**src/rtl/ifetch_unit.sv**
```systemverilog
// Instruction-fetch stage: owns the PC, issues one 32-bit read at a time and hands
// (pc, instr) to decode via a valid/ready slot. Optional macro: IFETCH_MISALIGN_CHK_EN.
module ifetch_unit #(
  parameter int              XLEN     = 64,
  parameter logic [XLEN-1:0] RESET_PC = 64'h0000_0000_8000_0000
) (
  input  logic            clk,
  input  logic            reset_n,
  output logic            ibus_req_valid,
  output logic [XLEN-1:0] ibus_req_addr,
  input  logic            ibus_resp_ok,
  input  logic [31:0]     ibus_resp_data,
  input  logic            redirect_valid,
  input  logic [XLEN-1:0] redirect_pc,
  output logic            f_valid,
  output logic [XLEN-1:0] f_pc,
  output logic [31:0]     f_instr,
`ifdef IFETCH_MISALIGN_CHK_EN
  output logic            f_misalign,
`endif
  input  logic            d_ready
);

  typedef enum logic [1:0] {IDLE, BUSY, DISCARD} state_t;

  localparam logic [31:0] NOP_INSTR = 32'h0000_0013;

  state_t          r_state;
  logic [XLEN-1:0] r_pc;
  logic [XLEN-1:0] r_req_addr;
  logic            r_f_valid;
  logic [XLEN-1:0] r_f_pc;
  logic [31:0]     r_f_instr;

  logic            w_slot_free;
  logic            w_issue;
  logic            w_complete;
  logic [XLEN-1:0] w_cur_addr;
  logic [XLEN-1:0] w_redirect_pc;
  logic [XLEN-1:0] w_pc_next;

`ifdef IFETCH_MISALIGN_CHK_EN
  logic r_f_misalign;
  logic r_mis_pend;   // misaligned target latched, NOP not yet delivered
  logic r_mis_stall;  // NOP delivered, wait for the next redirect
  logic w_mis_fill;

  assign w_redirect_pc = redirect_pc;
  assign w_mis_fill    = (r_state == IDLE) && w_slot_free && !redirect_valid && r_mis_pend;
  assign w_issue       = reset_n && (r_state == IDLE) && w_slot_free && !redirect_valid &&
                         !r_mis_pend && !r_mis_stall;
  assign f_misalign    = r_f_misalign;
`else
  assign w_redirect_pc = redirect_pc & ~XLEN'(3);
  assign w_issue       = reset_n && (r_state == IDLE) && w_slot_free && !redirect_valid;
`endif

  assign w_slot_free = !r_f_valid || d_ready;
  // An IDLE-cycle request completing in the same cycle is treated like a BUSY completion.
  assign w_complete  = ibus_resp_ok && !redirect_valid && (w_issue || (r_state == BUSY));
  assign w_cur_addr  = (r_state == IDLE) ? r_pc : r_req_addr;
  assign w_pc_next   = r_pc + XLEN'(4);

  assign ibus_req_valid = w_issue || (reset_n && (r_state != IDLE));
  assign ibus_req_addr  = ibus_req_valid ? w_cur_addr : '0;

  assign f_valid = r_f_valid;
  assign f_pc    = r_f_pc;
  assign f_instr = r_f_instr;

  // NOTE: all state uses non-blocking assignments; later assignments in this block
  // deliberately override earlier ones (a new fill beats a handshake clear).
  always_ff @(posedge clk) begin
    if (!reset_n) begin
      r_state    <= IDLE;
      r_pc       <= RESET_PC;
      r_req_addr <= '0;
      r_f_valid  <= 1'b0;
      r_f_pc     <= '0;
      r_f_instr  <= '0;
`ifdef IFETCH_MISALIGN_CHK_EN
      r_f_misalign <= 1'b0;
      r_mis_pend   <= 1'b0;
      r_mis_stall  <= 1'b0;
`endif
    end else begin
      if (r_f_valid && d_ready) begin
        r_f_valid <= 1'b0;
`ifdef IFETCH_MISALIGN_CHK_EN
        r_f_misalign <= 1'b0;
`endif
      end

      if (redirect_valid) begin
        r_pc      <= w_redirect_pc;
        r_f_valid <= 1'b0;
`ifdef IFETCH_MISALIGN_CHK_EN
        r_f_misalign <= 1'b0;
        r_mis_pend   <= |redirect_pc[1:0];
        r_mis_stall  <= 1'b0;
`endif
        if (r_state != IDLE) r_state <= ibus_resp_ok ? IDLE : DISCARD;
      end else begin
        if (w_complete) begin
          r_f_valid <= 1'b1;
          r_f_pc    <= w_cur_addr;
          r_f_instr <= ibus_resp_data;
          r_pc      <= w_pc_next;
        end

        unique case (r_state)
          IDLE: begin
            if (w_issue && !ibus_resp_ok) begin
              r_state    <= BUSY;
              r_req_addr <= r_pc;
            end
          end
          BUSY, DISCARD: begin
            if (ibus_resp_ok) r_state <= IDLE;
          end
          default: r_state <= IDLE;
        endcase

`ifdef IFETCH_MISALIGN_CHK_EN
        if (w_mis_fill) begin
          r_f_valid    <= 1'b1;
          r_f_misalign <= 1'b1;
          r_f_pc       <= r_pc;
          r_f_instr    <= NOP_INSTR;
          r_mis_pend   <= 1'b0;
          r_mis_stall  <= 1'b1;
        end
`endif
      end
    end
  end

endmodule
```
**config.mk**
```make
export PLATFORM = sky130hd
export DESIGN_NAME = ifetch_unit
export DESIGN_NICKNAME = d
export VERILOG_FILES = /design/src/rtl/ifetch_unit.sv
export SDC_FILE = /design/constraint.sdc
export NUM_CORES = 1
export LEC_CHECK = 0
export ABC_AREA = 0
export CAP_MARGIN = 25
export CELL_PAD_IN_SITES_DETAIL_PLACEMENT = 1
export CELL_PAD_IN_SITES_GLOBAL_PLACEMENT = 1
export CORE_UTILIZATION = 36
export CTS_CLUSTER_SIZE = 28
export DETAILED_ROUTE_END_ITERATION = 8
export PLACE_DENSITY_LB_ADDON = 0.2
export SLEW_MARGIN = 20
export SYNTH_ARGS = -nofsm -noshare
export SYNTH_HDL_FRONTEND = slang
export SYNTH_SLANG_ARGS = --single-unit
```
**constraint.sdc**
```tcl
create_clock -name clk -period 2.6 [get_ports clk]
set_input_delay 0.52 -clock clk [delete_from_list [all_inputs] [get_ports clk]]
set_output_delay 0.52 -clock clk [all_outputs]
set_load 0.02 [all_outputs]
```
## Word-level counts from Yosys, hierarchy flattened

Index checks and enable logic that the tools add are counted.

| storage, ports and cells | value |
|---|---|
| register bits | 227 |
| output and inout bits | 162 |
| logic and storage cells | 50 |

| operators by class | value |
|---|---|
| muxes and demuxes | 12 |
| add/subtract/negate cells | 1 |
| reductions and logical operators | 23 |
| bitwise operators | 2 |
| eq/ne operators | 5 |

Operator list:

| operator | count |
|---|---|
| $mux W64 | 4 |
| $add A64 B3 Y64 const B | 1 |
| $mux W2 | 5 |
| $logic_and A1 B1 Y1 | 8 |
| $reduce_and A3 Y1 | 2 |
| $reduce_bool A2 Y1 | 3 |
| $pmux W2 S2 | 1 |
| $reduce_or A2 Y1 | 2 |
| $logic_not A1 Y1 | 3 |
| $logic_or A1 B1 Y1 | 3 |
| $ne A3 B2 Y1 const B | 1 |
| $ne A3 B3 Y1 const B | 1 |
| $eq A2 B1 Y1 const B | 1 |
| $eq A2 B2 Y1 const B | 1 |
| $logic_not A2 Y1 | 1 |
| $mux W1 | 2 |
| $ne A2 B1 Y1 const B | 1 |
| $not A1 Y1 | 2 |
| $reduce_and A2 Y1 | 1 |

## Logic depth before layout (Yosys ltp)

Gate-level depths: netlist of run 1.

| depth | value |
|---|---|
| depth in word-level cells | 8 |
| mapped depth | 10 |
| gate-level depth less buffers | 7 |

## Worst setup path after synthesis of run 1

Ideal clock, no wire load.

| path | value |
|---|---|
| path kind | flip-flop to output port |
| start | register r_state[1] |
| end | output port ibus_req_addr[10] |
| stages on the path, launching flop included | 7 |
| arrival time | 1.879 ns |
| path slack | 0.201 ns |
| path through | dfxtp_1 -> inv_1 -> ha_1 -> buf_1 -> buf_1 -> mux2i_1 -> nor2_1 |

| between the ends | value |
|---|---|
| longest elaborated chain between the ends | 6 |
| elaborated cells between the ends (all ways) | 9 |

RTL lines:

| item | line | RTL |
|---|---|---|
| from (decl) | 28 | `state_t r_state;` |
| from (signal assigned) | 102 | `if (r_state != IDLE) r_state <= ibus_resp_ok ? IDLE : DISCARD;` |
| $logic_not A2 Y1 | 55, 61 |  |
| $logic_and A1 B1 Y1 (3 in series) | 55 | `assign w_issue = reset_n && (r_state == IDLE) && w_slot_free && !redirect_valid;` |
| $logic_or A1 B1 Y1 | 64 | `assign ibus_req_valid = w_issue \|\| (reset_n && (r_state != IDLE));` |
| $mux W64 (*) | 65 | `assign ibus_req_addr = ibus_req_valid ? w_cur_addr : '0;` |
| to (decl) | 10 | `output logic [XLEN-1:0] ibus_req_addr,` |

Mark *: on every way between the ends. The rest lies on a longest branch, timed or not.

## Final worst setup path of run 1

| path | value |
|---|---|
| start | register r_state[1] |
| end | output port ibus_req_addr[36] |

The elaborated chain is that of the path after synthesis.

==> results of run 1 <==
worst min-delay path: cells and delay by family:
| kind | cells | cell delay, ns |
|---|---|---|
| and+or+nand+nor | 1 | 0.06 |
| AOI/OAI and AO/OA | 1 | 0.11 |
| buffers and inverters | 1 | 0.15 |
cells by family after synthesis:
kind of cell    share of synthesized area
fa+ha+maj                         0.00368
xor+xnor                           0.0180
compound gates                      0.195
mux                                0.0627
simple gates                        0.239
buf+inv                            0.0481
flops                               0.433
other cells                      0.000367
cell type report:
class	instances	area [µm²]
clock buffers	36	697
inverters	11	46.3
clock inverters	6	83.8
repair buffers	356	3240
flip-flops and latches	221	4430
multi-input cells	943	5460
well taps	378	473
fillers	3330	13400
what timing repair did:
action / in CTS / in global routing
gates resized for setup: 278 / 19
pin swaps: 2 / 3
cloned: 1 / 1
buffers inserted: 6 / 4
setup endpoints to repair: 63 / 142
cell usage after synthesis (all sizes together), types with 7 or more instances:
library cell  number  area share
clkbuf            90       0.033
mux2i             64       0.063
nor4              14      0.0086
xnor2             15       0.013
o211ai             7      0.0051
nand2            230       0.085
a21oi            109       0.053
and3              19       0.012
inv               10      0.0037
a211oi            84       0.062
nor2             156       0.057
or3               16      0.0098
o31ai             10      0.0074
dfxtp            221        0.43
or4               17       0.013
o21ai             52       0.025
buf               22       0.011
a31oi             19       0.012
nand4             17       0.012
nand3             20      0.0098
nor3              15      0.0074
and4              12       0.010
layout by cell type (no fill, tap or decap), types with 10 or more instances in the layout:
| cell type | n |
|---|---|
| clkbuf_16 | 26 |
| a211oi_1 | 78 |
| a31oi_1 | 19 |
| buf_4 | 86 |
| a21oi_1 | 108 |
| and4_1 | 12 |
| nand4_1 | 16 |
| buf_2 | 57 |
| nor2_1 | 155 |
| or4_1 | 15 |
| or3_1 | 16 |
| dfxtp_1 | 219 |
| xnor2_1 | 15 |
| and3_1 | 16 |
| clkdlybuf4s50_1 | 192 |
| nand2_1 | 230 |
| mux2i_1 | 46 |
| nor4_1 | 14 |
| mux2i_2 | 17 |
| nand3_1 | 19 |
| o31ai_1 | 10 |
| o21ai_0 | 52 |
| buf_12 | 13 |
| nor3_1 | 14 |
path summary, 6_finish.rpt:
check	from	end	slack, ns	cells after the start
max	r_state[1]$_SDFFE_PN0P_	ibus_req_addr[36]	0.07	7
min	reset_n	r_state[0]$_SDFFE_PN0P_	0.36	3
max reg2reg	r_state[1]$_SDFFE_PN0P_	r_pc[50]$_SDFFE_PN0P_	0.14	10
min reg2reg	r_req_addr[40]$_SDFFE_PN0P_	r_req_addr[40]$_SDFFE_PN0P_	0.46	2
sequential cells by signal, indices dropped and copies added (netlist names):
name,flops
f_pc,62
r_pc,62
r_req_addr,62
f_instr,32
r_state,2
f_valid,1
metrics by stage:
step                      cell area [µm²]  hold slack [ns]  setup WS [ns]  std cells  setup TNS [ns]
after floorplan                     10200            0.436          0.201       1287               0
after global routing                14400            0.373        0.00504       1951               0
after global placement              13600            0.441         -0.298       1897          -25.75
after CTS                           14300            0.348       0.000588       1946               0
final                               14400            0.364         0.0742       1951               0
after detailed placement            13600            0.449         -0.314       1897          -26.88
power breakdown:
part | internal (W) | switching (W) | total, W
clock network | 0.00204 | 0.00143 | 0.00347
logic | 0.000714 | 0.000826 | 0.00154
registers | 0.00356 | 0.000146 | 0.00370
metal layers:
layer / up-vias / track usage
li1: 5080 / -
met1: 5093 / 0.306
met2: 237 / 0.422
met3: 50 / 0.0326
met4: 0 / 0.0685
met5: - / 0
==> run summary, run 1 <==
Status: finished, final reports clean
Crit path required time: 2.08 ns
Sequential-to-total area share from yosys stat: 0.433
WL met1: 16000 µm
Clock Latency Late Sink: 0.53 ns
RSZ-0062 raised after global routing: false
Final period util: 0.971
Unique masters post-synth: 57
Worst rel slew slack: 0.384
Async SR Flop Fraction: 0
Initial Utilization: 0.367
Total track usage: 0.241
Total grt overflow: 0
Synthesized area: 10200 µm²
Number of CTS-inserted buffers: 25
Pin count of the biggest net entering global routing: 84
Top delay family on crit path: buffers and inverters
CTS Buffer Depth: 3
Htree depth: 1
Clock transition at the registers of the reported paths: 0.06 ns
CTS tree: built
Worst-Margin Slew: 0.925 ns
Layout Utilization: 0.518
Worst path arrival time: 2.01 ns
Routed wire length: 36100 µm
Port bufs: 256
Core area: 27900 µm²
FF+latch count, synth: 221
Die W: 170 µm
Crit start category: flip-flop
Post-route minimum period: 2.53 ns
Worst vdd ir: 0.447 mV
Crit path kind: reg2out
Bufs and invs on worst path: 4
Synth Area per Inst: 7.95 µm²
Met2 WL: 17700 µm
Drc violations: 0
Worst path slowest cell: dfxtp_2
Net count of the finished layout: 1662
Max_cap viols: 0
Cells after synthesis: 1284
Top FF cell, synth: dfxtp_1
Crit. End Element: output pin
Avg Vias per Cell: 5.36
Die area: 29000 µm²
Post-CTS Hold Buffers: 0
Layout cells sized above 1: 0.154
P_leak: 5.34 nW
HP Class: in2reg
Syn. warnings: 0
CTS Root Buffer Type: clkbuf_16
Gpl congestion: 0.811
Critical-path maximum fanout: 10
CP peak stage delay: 0.33 ns
# rows: 61
Vias in the first global route: 10364
Via count: 10460
Die H: 170 µm
WL per Instance: 18.5 µm
Post-synth EDFFs: 0
Post-DP HPWL: 24500 µm
# clock sinks: 221
Antenna cells: 0
Critical-path cell list: inv_2 -> ha_4 -> buf_12 -> bufbuf_16 -> mux2i_1 -> nor2_1 -> buf_2
Max layer used: met4
Routed met3 length: 1520 µm
Hold Vio Cnt, Final: 0
Antenna Violating Nets Remaining: 0
First-pass GRT wire length: 55900 µm
Endpoints failing setup: 0
P&R area growth vs syn: 41.2%
Power Total: 0.00871 W
Worst clock skew: 0.00915 ns
TritonRoute pass-1 iters: 5
First DRT Iteration DRCs: 449
Initial antenna violation count: 0
Max Slew Vio Count: 0
Io pins: 263
Top achievable clock speed: 396 MHz
Pwr dens: 604 nW/µm²
No activity file was read; power rests on OpenSTA's default activity.
==> inputs of run 2 (changes only) <==
--- a/config.mk
+++ b/config.mk
@@ -13,6 +13,7 @@
 export CTS_CLUSTER_SIZE = 28
 export DETAILED_ROUTE_END_ITERATION = 8
 export PLACE_DENSITY_LB_ADDON = 0.2
+export SETUP_SLACK_MARGIN = 0.5
 export SLEW_MARGIN = 20
 export SYNTH_ARGS = -nofsm -noshare
 export SYNTH_HDL_FRONTEND = slang
==> run summary, run 2 (synthesized netlist as in run 1, its figures left out) <==
Post-route minimum period: 2.77 ns (+0.247 ns)
Die area: 29000 µm² (unchanged)
Endpoints failing setup: 38 (+38)
Critical-path cell list: inv_2 -> ha_4 -> buf_6 -> buf_12 -> buf_12 -> buf_16 -> mux2i_2 -> nor2_1 -> buf_4
Bufs and invs on worst path: 6 (+2)
Crit path kind: reg2out
First DRT Iteration DRCs: 1180 (+160%)
Vias in the first global route: 11967 (+15%)
Top delay family on crit path: buffers and inverters
Final Worst Setup Slack: -0.173 ns (-0.247 ns)
Top achievable clock speed: 361 MHz (-8.9%)
Crit. End Element: output pin
Max Slew Vio Count: 0 (unchanged)
Crit path required time: 2.08 ns (about the same)
Final std cells w/o fill: 2074 (+6.3%)
Die H: 170 µm (unchanged)
Cell mode on critical path: buf_12
Total grt overflow: 0 (unchanged)
Die W: 170 µm (unchanged)
Net count of the finished layout: 1774 (+6.7%)
# rows: 61 (unchanged)
Antenna Violating Nets Remaining: 0 (unchanged)
Routed wire length: 62100 µm (+72%)
Gpl congestion: 0.787 (-2.9%)
Pwr dens: 545 nW/µm² (-9.8%)
Clock transition at the registers of the reported paths: 0.06 ns (about the same)
Hold Vio Cnt, Final: 0 (unchanged)
Pin count of the biggest net entering global routing: 91 (+8.3%)
Via count: 12881 (+23%)
Max_cap viols: 0 (unchanged)
Worst vdd ir: 0.453 mV (+1.5%)
Initial Utilization: 0.367 (unchanged)
Worst hold path startpoint: f_instr[2]$_SDFFE_PN0P_
Worst path slowest cell: dfxtp_2
Status: finished, violations left
Core area: 27900 µm² (unchanged)
Placed Cells: 1894 (-0.16%)
WL per Instance: 29.9 µm (+62%)
CP peak stage delay: 0.37 ns (+0.04 ns)
Drc violations: 0 (unchanged)
TritonRoute pass-1 iters: 5 (unchanged)
Initial antenna violation count: 4 (+4)
Port bufs: 256 (unchanged)
Worst Setup SP: r_state[1]$_SDFFE_PN0P_
Commonest non-fill, non-tap cell in the layout: dfxtp_1
Critical-path maximum fanout: 7 (-3)
Most frequent cells in the layout: dfxtp_1, clkdlybuf4s50_1, nand2_1
HP Class: reg2reg
First-pass GRT wire length: 69100 µm (+24%)
Io pins: 263 (unchanged)
Layout cells sized above 1: 0.441 (+0.287)
Post-DP HPWL: 24800 µm (+1.3%)
Crit start category: flip-flop
Worst-Margin Slew: 1.05 ns (+0.125 ns)
Avg Vias per Cell: 6.21 (+16%)
Failing checks: negative setup slack
Clock Latency Late Sink: 0.55 ns (+0.02 ns)
RSZ-0062 raised after global routing: true
Post-CTS Hold Buffers: 0 (unchanged)
CTS tree: built
Worst clock skew: 0.0204 ns (+0.0113 ns)
Worst path arrival time: 2.25 ns (+0.24 ns)
Htree depth: 1 (unchanged)
Worst slack, placed: -0.316 ns (-0.00214 ns)
CTS Root Buffer Type: clkbuf_16
CTS Buffer Depth: 3 (unchanged)
Total track usage: 0.307 (+0.0667)
Worst rel slew slack: 0.301 (-0.0830)
P_leak: 6.86 nW (+28%)
# clock sinks: 221 (unchanged)
Worst reg2reg startpoint: r_state[1]$_SDFFE_PN0P_
Number of CTS-inserted buffers: 26 (+4.0%)
Final period util: 1.07 (+0.0949)
P&R area growth vs syn: 91.0%
run 2: per-stage QoR:
| stage | utilization | setup TNS (ns) | hold slack, ns | total power (W) | instance area, µm² |
|---|---|---|---|---|---|
| after floorplan | - | 0 | 0.436 | 0.00462 | 10600 |
| after global placement | 0.500 | -16.21 | 0.440 | 0.00529 | 13900 |
| after detailed placement | 0.500 | -19.59 | 0.447 | 0.00533 | 13900 |
| after CTS | 0.602 | 0 | 0.427 | 0.00976 | 16800 |
| after global routing | 0.700 | -2.25 | 0.487 | 0.0108 | 19500 |
| final | 0.700 | -1.11 | 0.467 | 0.0106 | 19500 |
run 2: where the power goes:
part | switching [W] | internal [W] | leakage, nW | total, W
combinational | 0.00147 | 0.00137 | 4.60 | 0.00284
sequential | 0.000235 | 0.00356 | 1.81 | 0.00379
clock | 0.00167 | 0.00232 | 0.450 | 0.00399
total | 0.00338 | 0.00724 | 6.86 | 0.0106
run 2: layer usage:
layer  track usage  wire (µm)
met1         0.368      22700
met2         0.545      30500
met3        0.0521       4470
met4         0.123       4360
met5             0          0
run 2: worst reg2reg max path: cells and delay by family, from the launching register on:
family	cells	cell delay (ns)
AO/OA/AOI/OAI	2	0.38
adder cells (fa/ha/maj)	1	0.16
buffers and inverters	7	0.81
flip-flops	1	0.34
AND/OR/NAND/NOR	3	0.84
run 2: timing repair:
item | CTS | global route
gates resized for setup | 561 | 472
setup buffers | 51 | 41
cloned | 20 | 14
pin swaps | 55 | 194
endpoints found under the setup margin | 200 | 251
run 2: worst paths after layout:
check	endpoint	slack [ns]	cells past startpoint
max	ibus_req_addr[35]	-0.17	9
min	f_instr[2]$_SDFFE_PN0P_	0.47	2
max reg2reg	r_pc[19]$_SDFFE_PN0P_	-0.02	13
min reg2reg	f_instr[2]$_SDFFE_PN0P_	0.47	2
run 2: final cells by class:
class / count / area (µm²)
fill: 2799 / 8350
inverter: 11 / 55.1
clock inverter: 13 / 126
sequential: 221 / 4470
timing repair buffer: 467 / 5480
multi-input combinational: 943 / 8100
antenna: 6 / 15.0
clock buffer: 35 / 786
tap: 378 / 473
